==> src/rtl/seg7_readback_decoder.sv <==
// Reconstructs hex value, decimal point and validity per digit from a
// multiplexed active-low 7-segment bus, with a stability filter against scan ghosting.
//
// Ports:
//   clk, reset_n : rising-edge clock, async active-low reset
//   leds[7:0]    : active-low segments, bit7=dp, bits6:0=gfedcba
//   an[N-1:0]    : active-low digit enables (exactly one low = legal)
//   clr          : synchronous clear of all captured digits
//   digits       : captured hex per digit, digit i at [4i+3:4i]
//   dps          : captured decimal point per digit (1 = lit)
//   valid        : digit holds a committed legal glyph
//   err          : last commit for the digit was an unknown pattern
//   upd, upd_idx : one-cycle commit pulse and index of the committed digit
module seg7_readback_decoder #(
    parameter int NUM_DIGITS    = 4,
    parameter int STABLE_CYCLES = 4
) (
    input  logic                    clk,
    input  logic                    reset_n,
    input  logic [7:0]              leds,
    input  logic [NUM_DIGITS-1:0]   an,
    input  logic                    clr,
    output logic [4*NUM_DIGITS-1:0] digits,
    output logic [NUM_DIGITS-1:0]   dps,
    output logic [NUM_DIGITS-1:0]   valid,
    output logic [NUM_DIGITS-1:0]   err,
    output logic                    upd,
    output logic [2:0]              upd_idx
);

    localparam int CW = $clog2(STABLE_CYCLES + 1);
    localparam logic [CW-1:0] CNT_ONE = CW'(1);
    localparam logic [CW-1:0] CNT_MAX = CW'(STABLE_CYCLES);

    localparam logic [1:0] S_IDLE  = 2'd0;
    localparam logic [1:0] S_TRACK = 2'd1;
    localparam logic [1:0] S_HOLD  = 2'd2;

    localparam int SW = NUM_DIGITS + 8;

    logic [1:0]              state_q, state_d;
    logic [CW-1:0]           cnt_q, cnt_d;
    logic [SW-1:0]           smp_q, smp_d;
    logic [4*NUM_DIGITS-1:0] digits_q;
    logic [NUM_DIGITS-1:0]   dps_q, valid_q, err_q;
    logic                    upd_q;
    logic [2:0]              upd_idx_q;

    logic [6:0] pat;
    logic       dp_in;
    logic       legal;
    logic       same;
    logic       known;
    logic       blank;
    logic [3:0] val;
    logic [2:0] idx;
    logic       commit;

    assign smp_d = {an, leds};
    assign pat   = ~leds[6:0];
    assign dp_in = ~leds[7];
    assign legal = ($countones(~an) == 1);
    // The sample register holds the previous edge's bus, so "same" compares
    // the incoming sample against the one taken one edge earlier.
    assign same  = (smp_d == smp_q);
    assign blank = (pat == 7'h00);

    always_comb begin
        idx = 3'd0;
        for (int i = 0; i < NUM_DIGITS; i++) begin
            if (!an[i]) idx = 3'(i);
        end
    end

    always_comb begin
        known = 1'b1;
        val   = 4'h0;
        case (pat)
            7'h3F: val = 4'h0;
            7'h06: val = 4'h1;
            7'h5B: val = 4'h2;
            7'h4F: val = 4'h3;
            7'h66: val = 4'h4;
            7'h6D: val = 4'h5;
            7'h7D: val = 4'h6;
            7'h07: val = 4'h7;
            7'h7F: val = 4'h8;
            7'h6F: val = 4'h9;
            7'h77: val = 4'hA;
            7'h7C: val = 4'hB;
            7'h58: val = 4'hC;
            7'h5E: val = 4'hD;
            7'h79: val = 4'hE;
            7'h71: val = 4'hF;
            default: known = 1'b0;
        endcase
    end

    always_comb begin
        state_d = state_q;
        cnt_d   = cnt_q;
        commit  = 1'b0;
        unique case (state_q)
            S_IDLE: begin
                if (legal) begin
                    state_d = S_TRACK;
                    cnt_d   = CNT_ONE;
                end
            end
            S_TRACK: begin
                if (!legal) begin
                    state_d = S_IDLE;
                    cnt_d   = '0;
                end else if (same) begin
                    if (cnt_q != CNT_MAX) cnt_d = cnt_q + CNT_ONE;
                end else begin
                    cnt_d = CNT_ONE;
                end
            end
            S_HOLD: begin
                if (!legal) begin
                    state_d = S_IDLE;
                    cnt_d   = '0;
                end else if (!same) begin
                    state_d = S_TRACK;
                    cnt_d   = CNT_ONE;
                end
            end
            default: begin
                state_d = S_IDLE;
                cnt_d   = '0;
            end
        endcase
        // Reaching the threshold commits on this same edge, which also
        // covers the single-cycle case straight out of IDLE or HOLD.
        if (state_d == S_TRACK && cnt_d == CNT_MAX) begin
            commit  = 1'b1;
            state_d = S_HOLD;
        end
    end

    always_ff @(posedge clk or negedge reset_n) begin
        if (!reset_n) begin
            state_q   <= S_IDLE;
            cnt_q     <= '0;
            smp_q     <= '0;
            digits_q  <= '0;
            dps_q     <= '0;
            valid_q   <= '0;
            err_q     <= '0;
            upd_q     <= 1'b0;
            upd_idx_q <= 3'd0;
        end else begin
            smp_q <= smp_d;
            upd_q <= 1'b0;
            if (clr) begin
                state_q  <= S_IDLE;
                cnt_q    <= '0;
                digits_q <= '0;
                dps_q    <= '0;
                valid_q  <= '0;
                err_q    <= '0;
            end else begin
                state_q <= state_d;
                cnt_q   <= cnt_d;
                if (commit) begin
                    upd_q     <= 1'b1;
                    upd_idx_q <= idx;
                end
                for (int i = 0; i < NUM_DIGITS; i++) begin
                    if (commit && !an[i]) begin
                        dps_q[i] <= dp_in;
                        if (known) begin
                            digits_q[4*i +: 4] <= val;
                            valid_q[i]         <= 1'b1;
                            err_q[i]           <= 1'b0;
                        end else begin
                            valid_q[i] <= 1'b0;
                            err_q[i]   <= !blank;
                        end
                    end
                end
            end
        end
    end

    assign digits  = digits_q;
    assign dps     = dps_q;
    assign valid   = valid_q;
    assign err     = err_q;
    assign upd     = upd_q;
    assign upd_idx = upd_idx_q;

endmodule

==> config.mk <==
export PLATFORM = sky130hd
export DESIGN_NAME = seg7_readback_decoder
export DESIGN_NICKNAME = d
export VERILOG_FILES = /design/src/rtl/seg7_readback_decoder.sv
export SDC_FILE = /design/constraint.sdc
export NUM_CORES = 1
export LEC_CHECK = 0
export CAP_MARGIN = 40
export CORE_ASPECT_RATIO = 0.9
export CORE_MARGIN = 4
export CORE_UTILIZATION = 39
export DETAILED_ROUTE_END_ITERATION = 10
export GPL_TIMING_DRIVEN = 0
export HOLD_SLACK_MARGIN = 0.1
export PLACE_DENSITY = 0.59
export SLEW_MARGIN = 0
export SYNTH_ARGS = -nofsm -noshare
export SYNTH_HDL_FRONTEND = slang
export SYNTH_SLANG_ARGS = --single-unit
export TNS_END_PERCENT = 100
==> constraint.sdc <==
create_clock -name clk -period 2.87 [get_ports clk]
set_input_delay 0.4305 -clock clk [delete_from_list [all_inputs] [get_ports clk]]
set_output_delay 0.4305 -clock clk [all_outputs]
set_load 0.01 [all_outputs]
# Word-level counts from Yosys, hierarchy flattened
# Index checks and enable logic that the tools add are counted.
# Widths: inputs -> output; s select.
# word_totals
regBits	49
input_bits	15
out_inout_bits	32
elab_cells	121
# classes
n_addsub	4
eq_ne	23
mux	46
n_bitwise	4
n_reduce_logical	23
# ops
cell	count
$eq 7x7->1 const B	13
$pmux 4 s15	1
$mux 4	8
$mux 3	8
$mux 1	19
$mux 16	1
$reduce_or 16->1	1
$eq 7x3->1 const B	2
$mux 2	7
$eq 12x12->1	1
$reduce_and 2->1	5
$reduce_bool 2->1	5
$pmux 3 s3	1
$eq 7x6->1 const B	1
$logic_not 7->1	1
$not 7->7	1
$pmux 2 s3	1
$logic_and 1x1->1	5
$logic_not 1->1	5
$add 1x1->2	2
$eq 2x1->1 const B	2
$not 4->4	1
$add 2x2->3	1
$add 3x1->3 const B	1
other kinds (6)	7

# Depth between registers and ports, before layout
# Gate-level depths: netlist of the first run.
# depth
ltp_word	12
ltp_mapped	10
mapped_depth_nobuf	9

# Worst setup path before layout of the first run
# No wires, ideal clock.
# synth_timing
path_type	input-to-reg
from	input an[0]
to	register dps_q[0] (netlist: dps[0])
setup_ps	78
t_arrival_ps	2462
required_time_ps	2792
slack_ps	330
path_stages	9
cell_sequence	fa_1 -> inv_1 -> ha_1 -> ha_1 -> nor2_1 -> and2_1 -> nand4_1 -> or3_1 -> a21oi_1
# synth_via
elab_chain_len	11
word_cells_on_any_way	23
classes_between	add/sub: 2; eq/ne: 4; mux: 12; bitwise: 1; reduce/logical: 4
# synth_rtl
item	line_no	rtl
start, declared	21	input logic [NUM_DIGITS-1:0] an,
$not 4->4	62	assign legal = ($countones(~an) == 1);
$add 1x1->2 (implied by the code)	62	
$add 2x2->3 (implied by the code)	62	
$eq 3x1->1	62	
$mux 3 (tied with other cells)	121	if (!legal) begin
$pmux 3 s3 or $pmux 2 s3 (tied branches)	103	unique case (state_q)
$eq 3x3->1 or $eq 2x1->1 (tied branches)	136	if (state_d == S_TRACK && cnt_d == CNT_MAX) begin
$logic_and 1x1->1	136	
$mux 1	136	
$logic_and 1x1->1 *	171	if (commit && !an[i]) begin
$reduce_bool 2->1 (no source line) *	n/a	
end signal, assigned by index	172	dps_q[i] <= dp_in;
end, declared	45	logic [NUM_DIGITS-1:0] dps_q, valid_q, err_q;
# Mark *: on every way between the ends. The rest lies on a longest branch, timed or not.
# A chain may end at the register's enable or synchronous reset.

# Worst setup path after layout of the first run
# layout_timing
from	input an[2]
to	register err_q[3] (netlist: err[3])
# layout_via
elab_chain_len	11
word_cells_on_any_way	22
classes_between	add/sub: 2; eq/ne: 4; mux: 12; bitwise: 1; reduce/logical: 3
# layout_rtl
item	line_no	rtl
$not 4->4	62	
$add 1x1->2 (implied by the code)	62	
$add 2x2->3 (implied by the code)	62	
$eq 3x1->1	62	
$mux 3 (tied with other cells)	121	
$pmux 3 s3 or $pmux 2 s3 (tied branches)	103	
$eq 3x3->1 or $eq 2x1->1 (tied branches)	136	
$logic_and 1x1->1 *	136	
$mux 1 *	136	
$logic_and 1x1->1 *	171	
$reduce_bool 2->1 (no source line) *	n/a	
end signal, assigned by index	179	err_q[i] <= !blank;
end, declared	45	
# Marks and branches as above.

==> results of run 1 <==
-- metrics by stage --
step	setup slack, ns	TNS [ns]	instance area (um2)	util	hold WS [ns]
after floorplan	0.330	0	2840	-	0.135
after detailed placement	-0.687	-17.69	3410	0.482	0.376
final	0.216	0	3640	0.514	0.323
after CTS	0.0173	0	3630	0.513	0.317
after global routing	0.0818	0	3640	0.514	0.309
after global placement	-0.626	-20.71	3400	0.480	0.488
-- metal layers --
layer | track usage | vias to the layer above
met5 | 0 | -
met1 | 0.238 | 1127
met2 | 0.258 | 73
li1 | - | 1145
met3 | 0.0421 | 11
met4 | 0.0390 | 0
-- logic make-up (layout without fill, tap and decap cells) --
family          Yosys count  in the layout
simple gates             96             96
compound gates           78             78
flops                    48             48
buf+inv                  33             92
xor+xnor                 13             13
fa+ha+maj                 5              5
mux                       3              3
other cells               1              1
-- worst paths after layout --
path                       depth (start not counted)         end  slack [ns]        from
min in group asynchronous                          2    cnt_q[0]        0.56     reset_n
hold reg to reg                                    1  upd_idx[1]        0.51  upd_idx[1]
setup reg to reg                                   7      err[0]        0.50    cnt_q[0]
max in group asynchronous                          3    valid[3]        1.80     reset_n
hold / removal                                     2      err[3]        0.32         clr
setup / recovery                                  11      err[3]        0.22       an[2]
-- cell usage in the layout, fill, tap and decap left out, types with 9 or more instances in the layout --
| master | n |
|---|---|
| buf_6 | 9 |
| nand4_1 | 10 |
| nand2_1 | 19 |
| xnor2_1 | 11 |
| inv_1 | 14 |
| dfrtp_1 | 48 |
| o21ai_1 | 11 |
| a21oi_1 | 9 |
| clkdlybuf4s50_1 | 40 |
| nor3_1 | 11 |
| o21ai_0 | 9 |
-- timing repair --
action	4_1_cts	5_1_grt
endpoints found under the setup margin	33	31
resized for setup	11	9
setup buffers	4	1
gates cloned	0	0
endpoints found under the hold margin	14	0
hold buffers	1	0
pin swaps	3	1
-- sequential cells by signal, summed over array words and instances, names as in the netlist, 2 cells and up --
register / cells
err: 4
dps: 4
valid: 4
upd_idx: 2
cnt_q: 3
smp_q: 12
digits: 16
state_q: 2
-- critical path, stage by stage --
cell and delay, ns:
clkdlybuf4s50_1 0.62, inv_1 0.10, ha_1 0.21, ha_1 0.28, nor2_2 0.14, nand2_2 0.12, nor4_4 0.28, buf_4 0.18
buf_6 0.15, nand2_2 0.08, o41ai_2 0.29
-- power breakdown --
part	switching [mW]	leakage, nW	internal [mW]	total [mW]
Clock	0.246	0.0687	0.351	0.597
Sequential	0.00853	0.642	0.689	0.697
Combinational	0.127	0.764	0.0881	0.215
-- final cells by class --
class / count / share of cell area
buffer: 19 / 0.0451
clock buffer: 5 / 0.0189
clock inverter: 3 / 0.0189
inverter: 14 / 0.0144
multi-input combinational: 196 / 0.406
sequential: 48 / 0.330
tap: 93 / 0.0320
timing repair buffer: 51 / 0.134
==> PnR_summary.wiki, run 1 <==
{| class="wikitable"
! Metric !! Value
|-
| Data arrival time of the critical path || roughly 2.9 ns
|-
| Number of sinks on the clock net || 48
|-
| Dominant combinational cell family by area after synthesis || simple AND/OR/NAND/NOR gates
|-
| H-tree levels || 2
|-
| Number of distinct standard cells referenced by the synthesized netlist || 60
|-
| Starting density of the core || 0.401
|-
| Uppermost layer routed || met4
|-
| Via count || around 2,400
|-
| CTS root buffer || clkbuf_8
|-
| I/O pin count || 47
|-
| Async set-reset flop share out of synthesis || 1.00
|-
| Synth Area in Compound Gates || 0.201
|-
| Die ar. || slightly below 0.009 mm2
|-
| Post-synth EDFFs || 0
|-
| Die height || 88.9 um
|-
| Routability cong. || approximately 0.81
|-
| Main area contributors after synthesis || dfrtp_1 (42%), xnor2_1 (3.4%), buf_6 (3.2%)
|-
| Remaining routing DRC violations || 0
|-
| Layout filler cell count || between 600 and 700
|-
| Path type of the worst min-delay path || in -> reg
|-
| Relative slew slack || 0.451
|-
| Power per Cell Area || about 410 mW/mm2
|-
| Clock Path Buffers || 2
|-
| Peak fanout along the critical path || 10
|-
| Tmin final || 2.65 ns
|-
| Layout cell share with drive strength beyond 1 || 0.188
|-
| Cell type with the highest aggregate area in the netlist || dfrtp_1
|-
| Synth Flop Type || dfrtp_1
|-
| All-layer global routing usage || 0.167
|-
| Post-route clock skew || between 0.01 and 0.015 ns
|-
| Total of buffers placed on input and output ports || 44
|-
| Post-Synth XOR/XNOR Area || 0.0454
|-
| Worst Path Required || between 3 and 4 ns
|-
| WL met1 || 3420 um
|-
| Netlist area before placement || 0.00284 mm2
|-
| Storage element area || 0.00120 mm2
|-
| Sequential-to-total area share from yosys stat || 0.423
|-
| Non-filler cells, final || between 400 and 500
|-
| Core area || roughly 0.0071 mm2
|-
| CTS tree || built
|-
| Worst-skew pair later-pin latency || 0.32 ns
|-
| Crit share post-route || 0.925
|-
| Number of antenna diodes || 0
|-
| Placed cell count || between 400 and 500
|-
| Number of standard cells after synthesis || approximately 280
|-
| Final hold violation count || 0
|-
| Mean instance size in the synthesized netlist || roughly 10 um2
|-
| Length of the first detailed-routing pass in iterations || 4
|-
| DIE WIDTH || 97.9 um
|-
| Initial antenna violation count || 0
|-
| Critical Setup Path Class || in -> reg
|-
| Yosys synthesis warning count || 0
|-
| Synthesized Nets || 297
|-
| Final Slew Violations || 0
|-
| Critical Path Sink Type || flip-flop
|-
| Global-route wire length before repair || 11,500 um
|-
| Met3 Routed Length || between 400 and 500 um
|-
| Final setup violating endpoints || 0
|-
| Detailed-route wire length || 7030 um
|-
| Remaining antenna violation count after routing || 0
|-
| Slew of the pin with the lowest slew margin || roughly 0.82 ns
|-
| Final global-route overflow total || 0
|-
| Maximum frequency from static timing analysis || 377 MHz
|-
| Largest net degree at the start of global routing || 35
|-
| Final Total Pwr || roughly 1.5 mW
|-
| Post-detailed-route via-to-cell ratio || approximately 5.5
|-
| Setup repair after global routing missed its margin || no
|-
| Area taken by multi-input logic gates || 0.00148 mm2
|-
| Initial DRC Count || between 100 and 150
|-
| Worst IR drop on VDD || 0.157 mV
|-
| Net count, final || between 300 and 400
|-
| CTS buffer count || 5
|-
| Run status || completed
|-
| Mux cell area share after synthesis || 0.0115
|-
| Fraction of the mapped netlist area in simple logic gates || 0.218
|-
| Cell leakage power || 1.47 nW
|-
| Clock slew seen by the registers of the worst setup and hold paths || 0.10 ns
|-
| Number of violations of the max-capacitance limit || 0
|-
| Register bit total from synthesis || 48
|-
| P&R area growth vs syn || 28.1%
|-
| Estimated wirelength of the detail-placed design || 5240 um
|-
| Most numerous cell in the Yosys netlist || dfrtp_1
|-
| Ranking of synthesized cells by instance count || dfrtp_1 (48), nand2_1 (21), inv_1 (14)
|-
| Mean routed wirelength per cell || between 15 and 20 um
|-
| Met2 WL || slightly above 3000 um
|-
| Synth top area share || 0.423
|-
| Adder-Cell Fraction of Synth Area || 0.0247
|-
| Critical path launch point type || primary input
|-
| Floorplan row count || 29
|-
| Via count of the first global-routing pass || around 2,200
|}
No activity file was read; power rests on OpenSTA's default activity.
==> run 2, diff against run 1 <==
Settings changed: REMOVE_ABC_BUFFERS from default to 1.
==> PnR_summary.wiki, run 2 (synthesized netlist as in run 1, its figures left out) <==
{| class="wikitable"
! Metric !! Value
|-
| Run status || completed
|-
| Cell breakdown of the critical path || clkdlybuf4s50_1, and3b_1, o211a_1, a211oi_4, nand2_4, o41ai_2
|-
| Critical Setup Path Class || in -> reg
|-
| Maximum frequency from static timing analysis || about 380 MHz
|-
| Number of sinks on the clock net || 48
|-
| Longest individual stage delay on the worst path || 0.87 ns
|-
| Final Slew Violations || 0
|-
| Initial DRC Count || approximately 130
|-
| CTS root buffer || clkbuf_8
|-
| Worst-skew pair later-pin latency || ~0.31 ns
|-
| Worst Path Required || just over 3 ns
|-
| Cell family contributing the most delay on the critical path || compound AO/OA/AOI/OAI gates
|-
| CTS tree || built
|-
| P&R area growth vs syn || 25.4%
|-
| CTS buffer count || 5
|-
| Floorplan row count || 29
|-
| Power per Cell Area || around 390 mW/mm2
|-
| Cell leakage power || approximately 1.4 nW
|-
| Final setup violating endpoints || 0
|-
| Path type of the worst min-delay path || in -> reg
|-
| Setup repair after global routing missed its margin || no
|-
| Crit share post-route || 0.916
|-
| Worst-case setup slack after placement || -1.00 ns
|-
| Critical path launch point type || primary input
|-
| Detailed-route wire length || between 6000 and 7000 um
|-
| Remaining antenna violation count after routing || 0
|-
| Layout cell share with drive strength beyond 1 || 0.176
|-
| Die ar. || between 0.008 and 0.009 mm2
|-
| Length of the first detailed-routing pass in iterations || 4
|-
| All-layer global routing usage || 0.165
|-
| Data arrival time of the critical path || between 2 and 3 ns
|-
| Critical Path Sink Type || flip-flop
|-
| Final worst setup slack || 0.241 ns
|-
| Largest net degree at the start of global routing || 30
|-
| Final hold violation count || 0
|-
| Net count, final || around 340
|-
| Number of violations of the max-capacitance limit || 0
|-
| Via count || 2,366
|-
| Final core area utilization || 0.503
|-
| Tmin final || around 2.6 ns
|-
| Peak fanout along the critical path || 18
|-
| Clock slew seen by the registers of the worst setup and hold paths || approximately 0.1 ns
|-
| Area taken by multi-input logic gates || around 0.0015 mm2
|-
| H-tree levels || 2
|-
| Estimated wirelength of the detail-placed design || between 5000 and 6000 um
|-
| Critical-path top delay cell || clkdlybuf4s50_1
|-
| Starting density of the core || 0.401
|-
| Max reg flops || 16
|-
| Post-route clock skew || between 0.01 and 0.015 ns
|-
| Initial antenna violation count || 0
|-
| Commonest non-fill, non-tap cell in the layout || dfrtp_1
|-
| Slew of the pin with the lowest slew margin || 0.886 ns
|-
| Die height || slightly below 90 um
|-
| Post-detailed-route via-to-cell ratio || between 5 and 6
|-
| Commonest cells after routing, fill and taps aside || dfrtp_1 (48), clkdlybuf4s50_1 (41), nand2_1 (19)
|-
| Remaining routing DRC violations || 0
|-
| Routability cong. || about 0.8
|-
| Clock Path Buffers || 2
|-
| Total of buffers placed on input and output ports || between 40 and 50
|-
| Number of antenna diodes || 0
|-
| Core area || just over 0.007 mm2
|-
| Post-Layout Inst Area || about 0.0036 mm2
|-
| Count of buffer and inverter cells on the critical path || 1
|-
| Storage element area || ~0.0012 mm2
|-
| DIE WIDTH || around 100 um
|-
| Relative slew slack || 0.405
|-
| Mean routed wirelength per cell || around 17 um
|-
| Final global-route overflow total || 0
|-
| Worst IR drop on VDD || 0.151 mV
|-
| Post-placement cell area || 0.00330 mm2
|-
| Global-route wire length before repair || about 12,000 um
|-
| Via count of the first global-routing pass || between 2,000 and 2,500
|-
| I/O pin count || 47
|-
| Layout filler cell count || 667
|}
-- run 2: cell types whose count changed in the layout (fill, tap and decap cells not counted), moves of 2 or more --
| cell | previous run | this run |
|---|---|---|
| buf_6 | 9 | 1 |
| buf_2 | 4 | 1 |
| clkbuf_1 | 3 | 0 |
| clkinv_4 | 0 | 2 |
| o41ai_1 | 2 | 0 |
| o41ai_2 | 2 | 4 |
-- run 2: power by group --
part	total, mW	leakage [nW]	switching, mW	internal, mW
logic	0.198	0.719	0.121	0.0768
registers	0.700	0.642	0.0115	0.689
clock network	0.502	0.0583	0.239	0.262
total	1.40	1.42	0.372	1.03
-- run 2: routing by layer --
metal,part of all wire,up-vias,track usage
met1,0.48,1171,0.233
li1,-,1129,-
met2,0.45,53,0.260
met4,0.018,0,0.0553
met5,0,-,0
met3,0.047,13,0.0289
-- run 2: per-stage QoR --
stage / power [mW] / hold WS (ns) / std cells / setup TNS (ns)
after CTS: 1.41 / 0.520 / 413 / -0.0134
final: 1.40 / 0.352 / 417 / 0
after global routing: 1.47 / 0.337 / 417 / 0
after global placement: 0.894 / 0.489 / 396 / -22.87
after detailed placement: 0.906 / 0.413 / 399 / -22.64
after floorplan: 0.813 / 0.135 / 258 / 0
-- run 2: cell type report --
class,count,share of cell area
Tap cell,93,0.0327
Inverter,14,0.0148
Clock inverter,3,0.0134
Sequential cell,48,0.337
Timing Repair Buffer,58,0.163
Clock buffer,5,0.0193
Multi-Input combinational cell,196,0.419
-- run 2: timing repair --
action	in CTS	in global routing
hold buffers	1	0
pin swaps	2	4
buffers inserted	5	4
endpoints found under the setup margin	32	31
hold endpoints to repair	19	0
resized for setup	4	18
-- run 2: worst paths after layout --
check,to,slack [ns],from,depth (start not counted)
max in group asynchronous,smp_q[9],1.74,reset_n,3
min,smp_q[8],0.35,an[0],1
max,err[2],0.24,leds[3],6
max reg2reg,err[0],0.50,cnt_q[0],7
min in group asynchronous,digits[3],0.60,reset_n,2
min reg2reg,upd_idx[1],0.52,upd_idx[1],1
